**src/rtl/seg8_pwl_eval.sv**
```systemverilog
// Programmable 8-segment piecewise-linear evaluator: y = slope[seg]*f + icpt[seg].
// FP16 fraction in, FP16 result out through a 4-stage valid-only pipeline.
module seg8_pwl_eval #(
  parameter int          DW        = 16,
  parameter logic [15:0] RST_SLOPE = 16'h1000,
  parameter logic [15:0] RST_ICPT  = 16'h0000
) (
  input  logic          clk,
  input  logic          rstn,
  input  logic          valid_i,
  input  logic [DW-1:0] f_i,
  input  logic [2:0]    seg_i,
  input  logic          cfg_we,
  input  logic [2:0]    cfg_addr,
  input  logic [DW-1:0] cfg_slope,
  input  logic [DW-1:0] cfg_icpt,
  output logic [DW-1:0] y_o,
  output logic          sat_o,
  output logic          valid_o
);

  logic [15:0] slope_tab [8];
  logic [15:0] icpt_tab  [8];

  logic        s1_valid;
  logic [15:0] s1_fq;
  logic [2:0]  s1_seg;

  logic        s2_valid;
  logic [16:0] s2_prod;
  logic [15:0] s2_icpt;

  logic        s3_valid;
  logic [15:0] s3_sum;
  logic        s3_sat;

  // Coefficient table: a write lands at the edge, so an S2 read in the same
  // cycle still sees the previous entry.
  always_ff @(posedge clk or negedge rstn) begin
    if (!rstn) begin
      for (int i = 0; i < 8; i++) begin
        slope_tab[i] <= RST_SLOPE;
        icpt_tab[i]  <= RST_ICPT;
      end
    end else if (cfg_we) begin
      slope_tab[cfg_addr] <= cfg_slope;
      icpt_tab[cfg_addr]  <= cfg_icpt;
    end
  end

  // S1: FP16 -> unsigned Q0.16
  logic [4:0]  f_exp;
  logic [9:0]  f_man;
  logic [15:0] fq_next;

  always_comb begin
    f_exp   = f_i[14:10];
    f_man   = f_i[9:0];
    fq_next = 16'({1'b1, f_man, 6'b0} >> (5'd15 - f_exp));
    if (f_i[15] || (f_exp == 5'd0)) begin
      fq_next = 16'h0000;
    end else if (f_exp >= 5'd15) begin
      fq_next = 16'hFFFF;
    end
  end

  always_ff @(posedge clk or negedge rstn) begin
    if (!rstn) begin
      s1_valid <= 1'b0;
      s1_fq    <= 16'h0000;
      s1_seg   <= 3'd0;
    end else begin
      s1_valid <= valid_i;
      if (valid_i) begin
        s1_fq  <= fq_next;
        s1_seg <= seg_i;
      end
    end
  end

  // S2: lookup and signed x unsigned multiply, floor back to Q4.12
  logic [15:0]        slope_rd;
  logic [15:0]        icpt_rd;
  logic signed [32:0] prod_full;
  logic [16:0]        prod_q412;

  always_comb begin
    slope_rd  = slope_tab[s1_seg];
    icpt_rd   = icpt_tab[s1_seg];
    prod_full = $signed(slope_rd) * $signed({1'b0, s1_fq});
    prod_q412 = 17'(prod_full >>> 16);
  end

  always_ff @(posedge clk or negedge rstn) begin
    if (!rstn) begin
      s2_valid <= 1'b0;
      s2_prod  <= 17'd0;
      s2_icpt  <= 16'h0000;
    end else begin
      s2_valid <= s1_valid;
      if (s1_valid) begin
        s2_prod <= prod_q412;
        s2_icpt <= icpt_rd;
      end
    end
  end

  // S3: add and clip to the Q4.12 range; in range iff the top three bits agree
  logic [17:0] sum_full;
  logic [15:0] sum_sat;
  logic        sat_next;

  always_comb begin
    sum_full = {s2_prod[16], s2_prod} + {{2{s2_icpt[15]}}, s2_icpt};
    sum_sat  = sum_full[15:0];
    sat_next = 1'b0;
    if (!sum_full[17] && (sum_full[16:15] != 2'b00)) begin
      sum_sat  = 16'h7FFF;
      sat_next = 1'b1;
    end else if (sum_full[17] && (sum_full[16:15] != 2'b11)) begin
      sum_sat  = 16'h8000;
      sat_next = 1'b1;
    end
  end

  always_ff @(posedge clk or negedge rstn) begin
    if (!rstn) begin
      s3_valid <= 1'b0;
      s3_sum   <= 16'h0000;
      s3_sat   <= 1'b0;
    end else begin
      s3_valid <= s2_valid;
      if (s2_valid) begin
        s3_sum <= sum_sat;
        s3_sat <= sat_next;
      end
    end
  end

  // S4: Q4.12 -> FP16. Magnitude is at most 2^15, so the exponent stays normal.
  logic        fp_neg;
  logic [16:0] fp_mag;
  logic [4:0]  fp_lead;
  logic [16:0] fp_norm;
  logic [9:0]  fp_man;
  logic [15:0] fp_next;

  always_comb begin
    fp_neg  = s3_sum[15];
    fp_mag  = fp_neg ? (17'd0 - {1'b1, s3_sum}) : {1'b0, s3_sum};
    fp_lead = 5'd0;
    for (int i = 0; i < 17; i++) begin
      if (fp_mag[i]) begin
        fp_lead = 5'(i);
      end
    end
    fp_norm = fp_mag << (5'd16 - fp_lead);
    fp_man  = 10'(fp_norm >> 6);
    if (fp_mag == 17'd0) begin
      fp_next = 16'h0000;
    end else begin
      fp_next = {fp_neg, 5'd3 + fp_lead, fp_man};
    end
  end

  always_ff @(posedge clk or negedge rstn) begin
    if (!rstn) begin
      valid_o <= 1'b0;
      y_o     <= '0;
      sat_o   <= 1'b0;
    end else begin
      valid_o <= s3_valid;
      if (s3_valid) begin
        y_o   <= DW'(fp_next);
        sat_o <= s3_sat;
      end
    end
  end

endmodule
```
**config.mk**
```make
export PLATFORM = sky130hd
export DESIGN_NAME = seg8_pwl_eval
export DESIGN_NICKNAME = d
export VERILOG_FILES = /design/src/rtl/seg8_pwl_eval.sv
export SDC_FILE = /design/constraint.sdc
export NUM_CORES = 1
export LEC_CHECK = 0
export CAP_MARGIN = 20
export CELL_PAD_IN_SITES_DETAIL_PLACEMENT = 1
export CELL_PAD_IN_SITES_GLOBAL_PLACEMENT = 2
export CORE_MARGIN = 2
export CORE_UTILIZATION = 48
export CTS_BUF_LIST = sky130_fd_sc_hd__clkbuf_8
export DETAILED_ROUTE_END_ITERATION = 10
export PLACE_DENSITY = 0.94
export SYNTH_ARGS = -nofsm -noshare
export SYNTH_HDL_FRONTEND = slang
export SYNTH_SLANG_ARGS = --single-unit
export TNS_END_PERCENT = 50
```
**constraint.sdc**
```tcl
create_clock -name clk -period 16.3 [get_ports clk]
set_clock_uncertainty 0.05 [all_clocks]
set_input_delay 4.89 -clock clk [delete_from_list [all_inputs] [get_ports clk]]
set_output_delay 4.89 -clock clk [all_outputs]
set_load 0.02 [all_outputs]
```
==> results of run 1 <==
-- sequential cells by signal (all words and copies together) (netlist names), 3 cells and up --
| name | count |
|---|---|
| icpt_tab | 128 |
| s1_fq | 16 |
| s1_seg | 3 |
| s2_icpt | 16 |
| s2_prod | 17 |
| s3_sum | 16 |
| slope_tab | 128 |
| y_o | 16 |
-- power by group through the flow --
stage | Clock, mW | Combinational, mW | Sequential [mW]
global route | 0.870 | 5.19 | 1.35
global placement | 0 | 4.33 | 1.30
CTS | 0.834 | 4.62 | 1.32
detailed placement | 0 | 4.59 | 1.33
floorplan | 0 | 3.50 | 1.22
finish | 0.815 | 4.54 | 1.32
-- path summary, 6_finish.rpt --
check	start	to	slack (ns)
min in group asynchronous	rstn	y_o[7]	4.15
worst min-delay path	y_o[9]	y_o[9]	0.44
worst max-delay path	s1_seg[0]	s2_prod[8]	7.30
max in group asynchronous	rstn	slope_tab[119]	8.89
worst max register to register	s1_seg[0]	s2_prod[8]	7.30
worst min register to register	y_o[9]	y_o[9]	0.44
-- layout by cell type (no fill, tap or decap), drive strengths merged, types with 18 or more instances in the layout --
master / Yosys / final
fa: 194 / 194
dfrtp: 338 / 338
mux2i: 46 / 46
clkdlybuf4s50: 0 / 74
mux4: 73 / 73
nand2: 185 / 185
nand3: 18 / 18
and2: 58 / 58
buf: 24 / 26
inv: 288 / 314
nor2: 143 / 143
xnor2: 27 / 27
mux2: 284 / 284
nor2b: 18 / 18
nor3: 26 / 26
clkbuf: 104 / 75
a21oi: 64 / 64
ha: 138 / 138
o21ai: 67 / 67
-- routing by layer --
metal  global-route usage (%)  share of wire (%)  vias up
met5                        0              0.024        -
met4                     8.00                2.9        2
met3                     3.45                3.6      146
met2                     46.7                 52      371
met1                     32.5                 41     9649
li1                         -                  -     8182
-- critical path, stage by stage (launching register included) --
cell and delay [ns]:
dfrtp_4 0.76, buf_4 0.77, mux4_2 0.60, mux2i_1 0.20, buf_4 0.26, nor2_1 0.09, fa_1 0.52, inv_1 0.06
fa_1 0.45, fa_1 0.52, inv_1 0.06, fa_1 0.49, fa_1 0.50, inv_1 0.05, fa_1 0.50, inv_1 0.05
ha_1 0.29, a211oi_1 0.35, o211ai_1 0.14, o211ai_1 0.18, o211ai_1 0.21, o21ai_0 0.43, a21boi_0 0.25, o211ai_1 0.36
nand3_1 0.19, a2111oi_0 0.46, nand3b_1 0.17
-- cell type report --
type,count,area [um2]
multi-input cells,1599,15900
repair buffers,100,943
clock buffers,75,1030
fillers,5691,25100
clock inverters,33,199
well taps,696,871
inverters,290,1090
flip-flops and latches,346,8680
-- kinds of logic after synthesis --
| group | after synthesis | synth area share [%] |
|---|---|---|
| simple gates | 516 | 9.26 |
| buf+inv | 418 | 6.14 |
| mux | 403 | 20.3 |
| flops | 346 | 33.2 |
| fa+ha+maj | 332 | 21.5 |
| compound gates | 310 | 8.26 |
| xor+xnor | 38 | 1.35 |
-- per-stage QoR --
step / power, mW / utilization [%] / instance area, um2 / cells
final: 6.67 / 53.3 / 28700 / 3139
after floorplan: 4.73 / - / 26100 / 2363
after global routing: 7.41 / 53.3 / 28700 / 3139
after detailed placement: 5.92 / 51.0 / 27400 / 3031
after CTS: 6.77 / 53.3 / 28700 / 3139
after global placement: 5.63 / 51.0 / 27400 / 3031
-- synth_stat cells (18+ instances only) --
library cell  instances  share of area [%]
mux4_2               73                6.3
nor2b_1              18               0.43
and2_1               58                1.4
a21oi_1              64                1.2
clkbuf_1            104                1.5
nand3_1              18               0.34
fa_1                194                 15
xnor2_1              27               0.91
ha_1                138                6.6
nor2_1              143                2.1
inv_1               286                4.1
mux2i_1              46                1.8
o21ai_0              61                1.2
dfrtp_1             338                 32
nand2_1             185                2.7
mux2_2              283                 12
nor3_1               25               0.48
==> out/qor.csv, run 1 <==
stage,metric,value,unit
timing,rsz0062_at_grt,no,
timing,layout_min_cycle_time,9.00,ns
timing,finalCritPeriodShare,55.2,%
routing,drtPass1Iterations,4,
run_status,status,completed,
finish,synthToLayoutAreaGrowth,9.80,%
finish,layout-drive-gt1-share,20.8,%
worst_setup_path,critPathKind,flip-flop to flip-flop,
placed_design,place_ws,7.15,ns
clocking,clock-sinks,346,
clocking,clk_transition_reported_paths,0.06,ns
logic_synthesis,synth_edf_count,0,
floorplan,die-area,56300,um2
clocking,cts_tree,done,
pwr,clkPwrFrac,12.2,%
worst_setup_path,critPathRequiredTime,16.88,ns
floorplan,rows,85,
clocking,htreeDepth,2,
pwr,power_density,233,nW/um2
worst_setup_path,crit_path_end_kind,flip-flop,
hold_path,worstHoldPathType,flip-flop to flip-flop,
floorplan,die_height,237,um
timing,hold_slack,0.439,ns
floorplan,core-area,53800,um2
timing,hold_viol,0,
timing,setup-tns-final,0,ns
logic_synthesis,synth_top_flop_cell,dfrtp_1,
logic_synthesis,syn_area_per_cell,11.1,um2
clocking,cts_resized,0,
routing,ant_nets,0,
clocking,worst_skew_pair.late_latency,0.68,ns
clocking,root_buffer,clkbuf_8,
global_route,grt_max_degree,92,
finish,nNetsFinal,2785,
placed_design,gp_congestion,0.854,
timing,fmax,0.111,GHz
logic_synthesis,synth_cells,2363,
pwr,p_comb_share,68.0,%
clocking,cts_hold_buf,0,
floorplan,fp.dieW,237,um
clocking,cts_buffers,58,
worst_setup_path,cp.arrival,9.58,ns
pwr,power_switching_share,46.7,%
pwr,intPower,3.56,mW
global_route,grt_first_pass_wirelength,115000,um
pwr,irDropWorstVdd,0.000225,V
logic_synthesis,synth_fp_nets,2753,
worst_setup_path,start_kind,flip-flop,
pwr,p_sw,3.12,mW
logic_synthesis,syn_area,26100,um2
finish,diodes,0,
routing,route.detailed.drc,0,
global_route,first_global_vias,21000,
worst_setup_path,critPathMaxFanout,42,
clocking,post_cts_buffers,0,
floorplan,start_util,48.5,%
logic_synthesis,seq_area_frac_synth,33.2,%
placed_design,dp_hpwl,50800,um
routing,routed_wl,70900,um
pwr,sequentialPowerShare,19.8,%
routing,drtIter0Drc,941,
timing,fin_ws,7.30,ns
floorplan,boundaryPins,76,
routing,wl_per_cell,22.6,um
hold_path,hold_path_depth,1,
logic_synthesis,yosysWarnings,0,
routing,vias,18400,
worst_setup_path,rr_worst_depth,26,
timing,finalSetupViolations,0,
timing,slew_violations,0,
placed_design,portBuffers,75,
timing,tightest_slew,1.21,ns
routing,vias_per_cell,5.85,
global_route,antenna_found_initial,1,
job,drv_cap,0,
clocking,cts_buffer_depth,3,
pwr,p_leak,13.0,nW
logic_synthesis,synth.distinct_cells,84,
global_route,overflow,0,
global_route,grt_usage,26.0,%
logic_synthesis,async_flop_share,100,%
logic_synthesis,yosys_register_bits,346,
timing,maxSlewHeadroom,19.6,%
(Power assumes the default switching activity.)
==> run 2: changes to the inputs <==
--- a/config.mk
+++ b/config.mk
@@ -9,10 +9,10 @@
 export CELL_PAD_IN_SITES_DETAIL_PLACEMENT = 1
 export CELL_PAD_IN_SITES_GLOBAL_PLACEMENT = 2
 export CORE_MARGIN = 2
-export CORE_UTILIZATION = 48
+export CORE_UTILIZATION = 44
 export CTS_BUF_LIST = sky130_fd_sc_hd__clkbuf_8
 export DETAILED_ROUTE_END_ITERATION = 10
-export PLACE_DENSITY = 0.94
+export PLACE_DENSITY = 0.88
 export SYNTH_ARGS = -nofsm -noshare
 export SYNTH_HDL_FRONTEND = slang
 export SYNTH_SLANG_ARGS = --single-unit
==> constraint.sdc (replaced) <==
create_clock -name clk -period 9.4 [get_ports clk]
set_clock_uncertainty 0.05 [all_clocks]
set_input_delay 2.82 -clock clk [delete_from_list [all_inputs] [get_ports clk]]
set_output_delay 2.82 -clock clk [all_outputs]
set_load 0.02 [all_outputs]
==> run 2 against run 1 <==
Clock power rose by 77%. Critical path depth fell by 6. Routed wire length fell by 2.9%. Cell count rose by 2.3%. Power rose by 72%. Global-route usage fell by 3.0 points. Non-clock buffer count fell by 3. Combinational power rose by 71%.
==> out/qor.csv, run 2 (synthesis gave the netlist of run 1 again) <==
stage,metric,value,unit,change
routing,drtIter0Drc,855,,was 941
routing,vias,18200,,was 18400
clocking,htreeDepth,2,,unchanged
timing,tightest_slew,1.23,ns,was 1.21 ns
timing,fmax,0.122,GHz,was 0.111 GHz
worst_setup_path,path_buf_inv,3,,was 6
finish,nNetsFinal,2782,,was 2785
finish,regArea,8680,um2,unchanged
clocking,root_buffer,clkbuf_8,,unchanged
clocking,worst_skew_pair.late_latency,0.70,ns,was 0.68 ns
routing,routed_wl,68800,um,was 70900 um
clocking,clk_transition_reported_paths,0.06,ns,about the same
clocking,cts_resized,0,,unchanged
placed_design,dp_hpwl,48900,um,was 50800 um
worst_setup_path,cp.arrival,8.79,ns,was 9.58 ns
worst_setup_path,regToRegSetupSlack,1.17,ns,was 7.30 ns
clocking,cts_hold_buf,0,,unchanged
worst_setup_path,critPathRequiredTime,9.96,ns,was 16.88 ns
finish,final_cell_mix,"334 x dfrtp_1, 306 x inv_1, 283 x mux2_2, 194 x fa_1, 185 x nand2_1",,"was 334 x dfrtp_1, 309 x inv_1, 283 x mux2_2, 194 x fa_1, 185 x nand2_1"
pwr,irDropWorstVdd,0.000400,V,was 0.000225 V
finish,layout.cells.most_common,dfrtp_1,,unchanged
global_route,busiest_layer,met2,,unchanged
global_route,globalRouteMet1Util,29.9,%,was 32.5%
floorplan,core-area,58800,um2,was 53800 um2
timing,layout_min_cycle_time,8.23,ns,was 9.00 ns
hold_path,hold_start,y_o[1],,was y_o[9]
global_route,grt_first_pass_wirelength,111000,um,was 115000 um
routing,ant_nets,0,,unchanged
clocking,cts_tree,done,,unchanged
worst_setup_path,crit_top_cell,fa_1,,unchanged
finish,fill_cells,6318,,was 5691
global_route,use_met3,2.92,%,was 3.45%
routing,route.detailed.drc,0,,unchanged
global_route,grt_max_degree,197,,was 92
worst_setup_path,worstPathCellList,buf_4 > mux4_2 > mux2i_1 > nor2_1 > fa_1 > fa_1 > fa_1 > fa_1 > fa_1 > inv_1 > fa_1 > inv_1 > ha_1 > a21o_1 > o21ai_0 > a21boi_0 > o211ai_1 > nand3_1 > a2111oi_0 > nand3b_1,,
timing,finalSetupViolations,0,,unchanged
routing,vias_per_cell,5.66,,was 5.85
finish,synthToLayoutAreaGrowth,10.2,%,was 9.80%
clocking,cts_buffers,58,,unchanged
timing,hold_viol,0,,unchanged
floorplan,start_util,44.4,%,was 48.5%
placed_design,portBuffers,75,,unchanged
clocking,post_cts_buffers,0,,unchanged
timing,rsz0062_at_grt,no,,unchanged
timing,setup-tns-final,0,ns,unchanged
finish,multi_input_area,15900,um2,unchanged
worst_setup_path,start_kind,flip-flop,,unchanged
hold_path,worstHoldPathType,flip-flop to flip-flop,,unchanged
routing,drtPass1Iterations,5,,was 4
hold_path,hold_end,y_o[1],,was y_o[9]
finish,layout-drive-gt1-share,20.8,%,about the same
timing,finalCritPeriodShare,87.5,%,was 55.2%
global_route,use_met2,40.0,%,was 46.7%
timing,maxSlewHeadroom,18.2,%,was 19.6%
worst_setup_path,reg2reg_from,s1_seg[0],,unchanged
worst_setup_path,crit_slowest_cell,dfrtp_4,,was buf_4
pwr,power_density,399,nW/um2,was 233 nW/um2
floorplan,rows,89,,was 85
worst_setup_path,crit_path_max_incr_delay,0.75,ns,was 0.77 ns
placed_design,gp_congestion,0.854,,about the same
run_status,status,completed,,unchanged
worst_setup_path,critPathTopFamily,adder cells,,unchanged
placed_design,place_inst,3105,,was 3031
global_route,first_global_vias,20300,,was 21000
finish,reg.largest.list,"icpt_tab (128), slope_tab (128), s2_prod (17)",,unchanged
floorplan,die_height,248,um,was 237 um
global_route,antenna_found_initial,0,,was 1
finish,final_cells,3210,,was 3139
worst_setup_path,crit_path_end_kind,flip-flop,,unchanged
worst_setup_path,worst_r2r_endpoint,s2_prod[8],,unchanged
floorplan,boundaryPins,76,,unchanged
timing,slew_violations,0,,unchanged
global_route,overflow,0,,unchanged
hold_path,hold_path_depth,1,,unchanged
worst_setup_path,rr_worst_depth,20,,was 26
routing,wl_per_cell,21.4,um,was 22.6 um
worst_setup_path,critPathKind,flip-flop to flip-flop,,unchanged
pwr,p_leak,13.0,nW,about the same
worst_setup_path,critPathMaxFanout,24,,was 42
floorplan,fp.dieW,248,um,was 237 um
clocking,cts_buffer_depth,3,,unchanged
finish,diodes,0,,unchanged
job,drv_cap,0,,unchanged
floorplan,die-area,61300,um2,was 56300 um2
global_route,grt_usage,23.0,%,was 26.0%
clocking,clock-sinks,346,,unchanged
-- run 2: changes by cell type in the layout (fill, tap and decap cells not counted) --
cell / before / now
bufinv_16: 1 / 2
inv_12: 3 / 1
buf_12: 0 / 1
buf_4: 25 / 21
clkinv_2: 5 / 4
inv_6: 0 / 1
inv_16: 0 / 1
inv_1: 309 / 306
clkinv_8: 0 / 1
clkinv_4: 1 / 0
-- run 2: worst max path at each step --
| stage | from | end | slack [ns] | cells after the start |
|---|---|---|---|---|
| floorplan | s1_seg[0] | s2_prod[8] | 1.49 | 27 |
| global placement | s1_seg[0] | s2_prod[10] | 1.36 | 24 |
| detailed placement | s1_seg[0] | s2_prod[8] | 1.09 | 20 |
| CTS | s1_seg[0] | s2_prod[10] | 1.12 | 24 |
| global route | s1_seg[0] | s2_prod[10] | 0.55 | 24 |
| finish | s1_seg[0] | s2_prod[8] | 1.17 | 20 |
-- run 2: cell type report --
cell class	instances	share of cell area [%]
Sequential cell	346	30.1
Clock inverter	30	0.752
Multi-Input combinational cell	1599	55.1
Clock buffer	75	3.59
Tap cell	773	3.36
Timing Repair Buffer	97	3.24
Inverter	290	3.78
-- run 2: power by group --
part / internal, mW / switching, mW
Sequential: 1.92 / 0.367
Clock: 0.777 / 0.659
Combinational: 3.48 / 4.28
-- run 2: layer usage --
layer | share of wire, % | wire length [um] | vias to the layer above
li1 | - | - | 8158
met1 | 44 | 29900 | 9556
met2 | 51 | 34800 | 320
met3 | 3.1 | 2100 | 130
met4 | 2.7 | 1870 | 2
met5 | 0.067 | 46 | -
-- run 2: per-stage QoR --
stage / power [mW] / worst slack [ns] / hold slack [ns] / utilization, % / cell area [um2]
2_1_floorplan: 8.20 / 1.49 / 0.302 / - / 26100
3_3_place_gp: 9.78 / 1.36 / 0.423 / 46.8 / 27500
3_5_place_dp: 10.1 / 1.09 / 0.430 / 46.8 / 27500
4_1_cts: 11.7 / 1.12 / 0.446 / 48.9 / 28800
5_1_grt: 12.8 / 0.555 / 0.459 / 48.9 / 28800
6_report: 11.5 / 1.17 / 0.443 / 48.9 / 28800
